[config.mk]
export PLATFORM = sky130hd
export DESIGN_NAME = dcache_responder
export DESIGN_NICKNAME = d
export VERILOG_FILES = /design/src/rtl/dcache_responder.sv
export SDC_FILE = /design/constraint.sdc
export NUM_CORES = 2
export LEC_CHECK = 0
export CELL_PAD_IN_SITES_DETAIL_PLACEMENT = 1
export CELL_PAD_IN_SITES_GLOBAL_PLACEMENT = 1
export CORE_ASPECT_RATIO = 0.9
export CORE_MARGIN = 3
export CORE_UTILIZATION = 45
export DETAILED_ROUTE_END_ITERATION = 7
export PLACE_DENSITY_LB_ADDON = 0.2
export SYNTH_ARGS = -nofsm -noshare
export SYNTH_HDL_FRONTEND = slang
export SYNTH_SLANG_ARGS = --single-unit
[constraint.sdc]
create_clock -name clk -period 9.2 [get_ports clk]
set_input_delay 0.92 -clock clk [delete_from_list [all_inputs] [get_ports clk]]
set_output_delay 0.92 -clock clk [all_outputs]
set_load 0.02 [all_outputs]
[src/rtl/dcache_responder.sv]
// Direct-mapped, write-back, write-allocate data cache answering the memory
// stage on the *_b bus; misses go out over a 128-bit physical-memory port.
//
// state     | meaning
// IDLE      | serve hits; detect misses and latch the miss address
// WRITEBACK | push the dirty victim line to physical memory
// ALLOCATE  | fetch the requested line from physical memory
module dcache_responder #(
    parameter int INDEX_BITS = 3,
    parameter int LINE_BITS  = 128
) (
    input  logic                 clk,
    input  logic                 reset,
    input  logic                 mem_read_b,
    input  logic                 mem_write_b,
    input  logic [15:0]          mem_address_b,
    input  logic [15:0]          mem_wdata_b,
    input  logic [1:0]           mem_wmask_b,
    output logic                 mem_resp_b,
    output logic [15:0]          mem_rdata_b,
    output logic                 pmem_read,
    output logic                 pmem_write,
    output logic [15:0]          pmem_address,
    output logic [LINE_BITS-1:0] pmem_wdata,
    input  logic [LINE_BITS-1:0] pmem_rdata,
    input  logic                 pmem_resp
);

    localparam int LINES    = 1 << INDEX_BITS;
    localparam int TAG_BITS = 12 - INDEX_BITS;

    typedef enum logic [1:0] {IDLE, WRITEBACK, ALLOCATE} state_t;

    state_t state, state_next;

    logic [LINES-1:0]     valid;
    logic [LINES-1:0]     dirty;
    logic [TAG_BITS-1:0]  tag_arr  [LINES];
    logic [LINE_BITS-1:0] data_arr [LINES];

    logic [TAG_BITS-1:0]   req_tag;
    logic [INDEX_BITS-1:0] req_index;
    logic [2:0]            req_word;
    logic [6:0]            lo_bit;
    logic [6:0]            hi_bit;
    logic                  request;
    logic                  hit;

    // Miss address captured when leaving IDLE so later input changes cannot
    // disturb an in-flight writeback or fill.
    logic [TAG_BITS-1:0]   miss_tag;
    logic [TAG_BITS-1:0]   victim_tag;
    logic [INDEX_BITS-1:0] miss_index;

    // Byte offset bit 0 is meaningless for a 16-bit word access.
    logic unused_addr_bit;
    assign unused_addr_bit = mem_address_b[0];

    assign req_tag   = mem_address_b[15:4+INDEX_BITS];
    assign req_index = mem_address_b[3+INDEX_BITS:4];
    assign req_word  = mem_address_b[3:1];
    assign lo_bit    = {req_word, 4'h0};
    assign hi_bit    = {req_word, 4'h8};
    assign request   = mem_read_b ^ mem_write_b;
    assign hit       = request && valid[req_index] && (tag_arr[req_index] == req_tag);

    // Next-state decode and all bus outputs.
    always_comb begin
        state_next   = state;
        mem_resp_b   = 1'b0;
        mem_rdata_b  = 16'h0000;
        pmem_read    = 1'b0;
        pmem_write   = 1'b0;
        pmem_address = 16'h0000;
        pmem_wdata   = '0;
        case (state)
            IDLE: begin
                if (hit) begin
                    mem_resp_b = 1'b1;
                    if (mem_read_b) begin
                        mem_rdata_b = data_arr[req_index][lo_bit +: 16];
                    end
                end else if (request) begin
                    if (valid[req_index] && dirty[req_index]) begin
                        state_next = WRITEBACK;
                    end else begin
                        state_next = ALLOCATE;
                    end
                end
            end
            WRITEBACK: begin
                pmem_write   = 1'b1;
                pmem_address = {victim_tag, miss_index, 4'h0};
                pmem_wdata   = data_arr[miss_index];
                if (pmem_resp) begin
                    state_next = ALLOCATE;
                end
            end
            ALLOCATE: begin
                pmem_read    = 1'b1;
                pmem_address = {miss_tag, miss_index, 4'h0};
                if (pmem_resp) begin
                    state_next = IDLE;
                end
            end
            default: state_next = IDLE;
        endcase
    end

    // State register, line status bits and the latched miss address.
    always_ff @(posedge clk) begin
        if (reset) begin
            state      <= IDLE;
            valid      <= '0;
            dirty      <= '0;
            miss_tag   <= '0;
            victim_tag <= '0;
            miss_index <= '0;
        end else begin
            state <= state_next;
            if (state == IDLE && request && !hit) begin
                miss_tag   <= req_tag;
                victim_tag <= tag_arr[req_index];
                miss_index <= req_index;
            end
            if (state == IDLE && hit && mem_write_b) begin
                dirty[req_index] <= 1'b1;
            end
            if (state == WRITEBACK && pmem_resp) begin
                dirty[miss_index] <= 1'b0;
            end
            if (state == ALLOCATE && pmem_resp) begin
                valid[miss_index] <= 1'b1;
                dirty[miss_index] <= 1'b0;
            end
        end
    end

    // Tag and data arrays; never cleared, only valid bits gate their use.
    always_ff @(posedge clk) begin
        if (!reset) begin
            if (state == IDLE && hit && mem_write_b) begin
                if (mem_wmask_b[0]) begin
                    data_arr[req_index][lo_bit +: 8] <= mem_wdata_b[7:0];
                end
                if (mem_wmask_b[1]) begin
                    data_arr[req_index][hi_bit +: 8] <= mem_wdata_b[15:8];
                end
            end
            if (state == ALLOCATE && pmem_resp) begin
                data_arr[miss_index] <= pmem_rdata;
                tag_arr[miss_index]  <= miss_tag;
            end
        end
    end

endmodule

### Word level (Yosys, flattened, before mapping)

Memory sizes are Yosys's and may differ from the RTL's. A register that Yosys moved wholly into a read port is not among the register bits.
Cells that the tools add are included.

* register bits after elaboration: 39
* RAM bits: 1096
* output and inout port bits: 163
* logic and storage cells: 347
* memories: 2

* add/subtract/negate cells: 2
* $lt $le $gt $ge: 4
* eq/ne operators: 7
* shifts and indexed selects: 5
* multiplexer cells: 172
* bitwise operators: 134
* reductions and logical operators: 15

Memories
* data_arr: depth 8, width 128, read ports 2, clocked after memory_dff 1, write ports 1, RTL line 39 `logic [LINE_BITS-1:0] data_arr [LINES];`
* tag_arr: depth 8, width 9, read ports 1, clocked after memory_dff 0, write ports 1, RTL line 38 `logic [TAG_BITS-1:0] tag_arr [LINES];`

Operators with widths (number)
* 128-bit two-way mux: 5
* 8-bit by 9-bit variable shift with 128-bit output, first input constant: 2
* 8-bit by 9-bit variable part select with 128-bit output: 2
* 1-bit two-way mux: 145
* 1-bit OR: 128
* 128-bit OR reduction: 1
* 128-bit by 8-bit variable part select with 16-bit output: 1
* 16-bit two-way mux: 3
* 8-bit two-way mux: 5
* 16-bit one-hot mux with 2 select lines: 1
* 7-bit negator with 9-bit output: 2
* 8-bit bitwise AND: 2
* 8-bit OR: 2
* 1-bit logical AND: 11
* 2-bit two-way mux: 5
* 9-bit == test: 1
* 3-bit two-way mux: 3
* 3-bit by 4-bit < comparator with 1-bit output, second input constant: 2
* 2-bit inequality test, second input constant: 4
* 8-bit inverter: 1
* 1-bit binary-select mux with 3-bit select: 2
* 1-bit demux with 3-bit select: 2
* 3-bit by 1-bit greater-or-equal comparator with 1-bit output, second input constant: 2
* 2-bit one-hot mux with 3 select lines: 1
* other kinds (6): 6

### Depth between registers and ports, before layout

* word-level depth: 13
* gate-level depth with buffers: 14
* mapped depth without buffers: 7

### Worst setup path after synthesis

Ideal clock, no wire load.

* path type: input-to-output
* from: input port mem_address_b[5]
* to: output port mem_rdata_b[12]
* arrival: 3.355 ns
* slack: 4.925 ns
* stages: 13
* cells stage by stage: buf_6 buf_6 buf_2 buf_2 nor3b_1 buf_2 buf_1 a22oi_1 nand3_1 a21oi_1 a311oi_1 a211oi_1 a311oi_1

* longest elaborated chain between the ends: 6

Ends and longest elaborated chain
* from (decl): RTL line 16 `input logic [15:0] mem_address_b,`
* parallel branches: the longest is 4 deep, another holds memory read 8 x 128 bit
* 16-bit two-way mux *: RTL line 78 `if (hit) begin`
* 16-bit two-way mux *: RTL line 76 `case (state)`
* to (decl): RTL line 20 `output logic [15:0] mem_rdata_b,`

Every way passes the cells marked *. The select of a mux whose other input is x is not followed.

### Worst setup path in the final report

* from: input port mem_address_b[5]
* to: output port mem_rdata_b[2]

Same word-level chain as after synthesis.

==> out/metrics.yaml <==
port_buffers: 324
yosysUniqueCellTypes: 65
finalSetupTns_ns: 0
final_nets: 4126
dr.pass1.iters: 6
initialDrtViolationCount: 5951
min_period_ns: 6.73
tritoncts: "done"
critPathMaxStageDelay_ns: 0.71
cts.repair.resized: 0
ys_top_cells_by_area: "edfxtp_1, mux4_2, a22oi_1, mux2i_1, o31ai_1"
hold_class: "flip-flop to flip-flop"
crit_path_cell_trace: "buf_6 -> buf_4 -> and3b_4 -> buf_12 -> a21oi_1 -> o211ai_1 -> o21ai_0 -> mux4_2 -> nor2_1 -> clkdlybuf4s50_1"
dp_hpwl_um: 137000
cts_hold_buf: 0
drc: 0
slew_headroom_pct: 5.03
fin_skew_ns: 0.0216
ys_seq_area_share_pct: 61.9
ir_worst_vdd_v: 0.000148
grt_use_total_pct: 33.1
gp_congestion: 0.914
synth_edf_count: 1096
htree_levels: 3
post_cts_buffers: 0
num_io_pins: 330
async_flop_share_pct: 0
detail_route.wl_per_cell_um: 37.5
cpMaxStageDelayCell: "clkdlybuf4s50_1"
ys_warn_count: 0
synth_seq_cells: 1138
grt_overflow: 0
dr_total_vias: 38900
dieArea_um2: 125000
viasPerCell: 6.89
worst_skew_pair.late_latency_ns: 0.71
numCtsBuffers: 116
status: "completed"
drive_above_1_share_pct: 17.8
syn_area_um2: 54500
grt_pass1_vias: 39600
root_buffer: "clkbuf_16"
fin_crit_sh_pct: 73.1
rsz0062_at_grt: "no"
core-area_um2: 120000
drv_cap: 0
crit_type: "input port to primary output"
endpoint_kind: "primary output"
placed_cells: 5418
grt_antenna_before_repair: 13
finalHoldViolCount: 0
fmax_mhz: 149
layout.cells.non_filler: 5649
yosys.area.top_type: "edfxtp_1"
drt_wl_total_um: 212000
finalMaxSlewViolations: 0
avgSynthCellArea_um2: 15.0
area.growth.synth_to_final_pct: 16.8
cts_sinks: 1138
cp.arrival_ns: 5.81
cellLeakagePower_nw: 20.3
grt_start_max_net_pins: 105
initial_core_util_pct: 45.6
worst_pin_slew_ns: 1.41
grt_first_pass_wirelength_um: 296000
p_per_area_nw_per_um2: 188
cts_buffer_depth: 3
netlist_top_cells_count: "edfxtp_1, a22oi_1, mux4_2, nand2_1, mux2i_1"
fill_cells: 11400
cp-start-kind: "input port"
die_x_um: 373
clk_pin_slew_ns: 0.06
synth_cells: 3644
cp_max_fo: 61
synth_flop_cell: "edfxtp_1"
finalSetupViolations: 0
synthMostInstantiatedCell: "edfxtp_1"
yosysTopAreaCellShare_pct: 60.3
rows: 120
cp.required_ns: 8.28
die_h_um: 336
postRouteAntennaNets: 0
## logic make-up after synthesis
| group | Yosys count | share of synthesized area (%) |
|---|---|---|
| DFF | 1138 | 61.9 |
| and+or+nand+nor | 697 | 6.66 |
| buffers and inverters | 365 | 2.99 |
| muxes | 519 | 16.0 |
| other | 1 | 0.00687 |
| adders and majority gates | 9 | 0.206 |
| AOI/OAI and AO/OA | 909 | 12.1 |
| xor gates and xnor gates | 6 | 0.0963 |
## metrics by stage
stage	instance area [um^2]	utilization [%]	hold slack (ns)	setup slack (ns)	total power [W]
global placement	60000	50.2	0.454	2.82	0.00743
detailed placement	60000	50.2	0.472	2.81	0.00745
finish	63700	53.2	0.493	2.47	0.0120
floorplan	54600	-	0.442	4.93	0.00680
CTS	63700	53.2	0.485	2.79	0.0120
global route	63700	53.2	0.506	2.47	0.0123
## registers in the layout, indices dropped and copies added (netlist names), named ones only
register and count:
valid 8, miss_index 3, data_arr 1024, victim_tag 9, state 2, dirty 8
tag_arr 72, miss_tag 9
## worst max-delay path, delay by kind of cell
kind / cells / cell delay [ns]
buffers and inverters: 4 / 2.24
and+or+nand+nor: 2 / 1.02
AOI/OAI and AO/OA: 3 / 0.84
muxes: 1 / 0.66
## final timing paths
| kind | start | endpoint | slack (ns) | cells past startpoint |
|---|---|---|---|---|
| min reg2reg | valid[3]$_SDFFE_PP0P_ | valid[3]$_SDFFE_PP0P_ | 0.49 | 2 |
| max | mem_address_b[5] | mem_rdata_b[2] | 2.47 | 10 |
| max reg2reg | tag_arr[2][6]$_DFFE_PP_ | data_arr[7][40]$_DFFE_PP_ | 4.55 | 10 |
| min | valid[3]$_SDFFE_PP0P_ | valid[3]$_SDFFE_PP0P_ | 0.49 | 2 |
## final cells by class
cell class | count | area, um^2 | area share [%]
Antenna cell | 16 | 40.0 | 0.0628
Clock buffer | 153 | 3150 | 4.94
Clock inverter | 62 | 515 | 0.809
Inverter | 32 | 120 | 0.189
Multi-Input combinational cell | 2144 | 19300 | 30.3
Sequential cell | 1138 | 33800 | 53.0
Tap cell | 1586 | 1980 | 3.11
Timing Repair Buffer | 518 | 4880 | 7.65
## metal layers
layer	vias to the layer above	GRT usage (%)	routed length (um)
met5	-	0	13
met4	2	15.2	11000
met3	559	10.6	27900
met2	2821	49.8	93900
met1	20000	43.9	79000
li1	15600	-	-
## power by group
part	internal [W]	switching [W]
registers	0.00577	0.0000780
clock network	0.00261	0.00202
logic	0.000567	0.000970
total	0.00895	0.00306
## cell usage in the layout, fill, tap and decap left out, types with 69 or more instances in the layout
cell type	instances
o21ai_0	129
nor2_1	94
mux2i_1	196
clkdlybuf4s50_1	319
mux4_2	279
o31ai_1	146
nor2b_1	152
nand2_1	203
a22o_1	84
clkbuf_16	119
nand4_1	69
a21oi_1	96
a22oi_1	282
buf_4	182
edfxtp_1	1096
No activity file was read; power rests on OpenSTA's default activity.
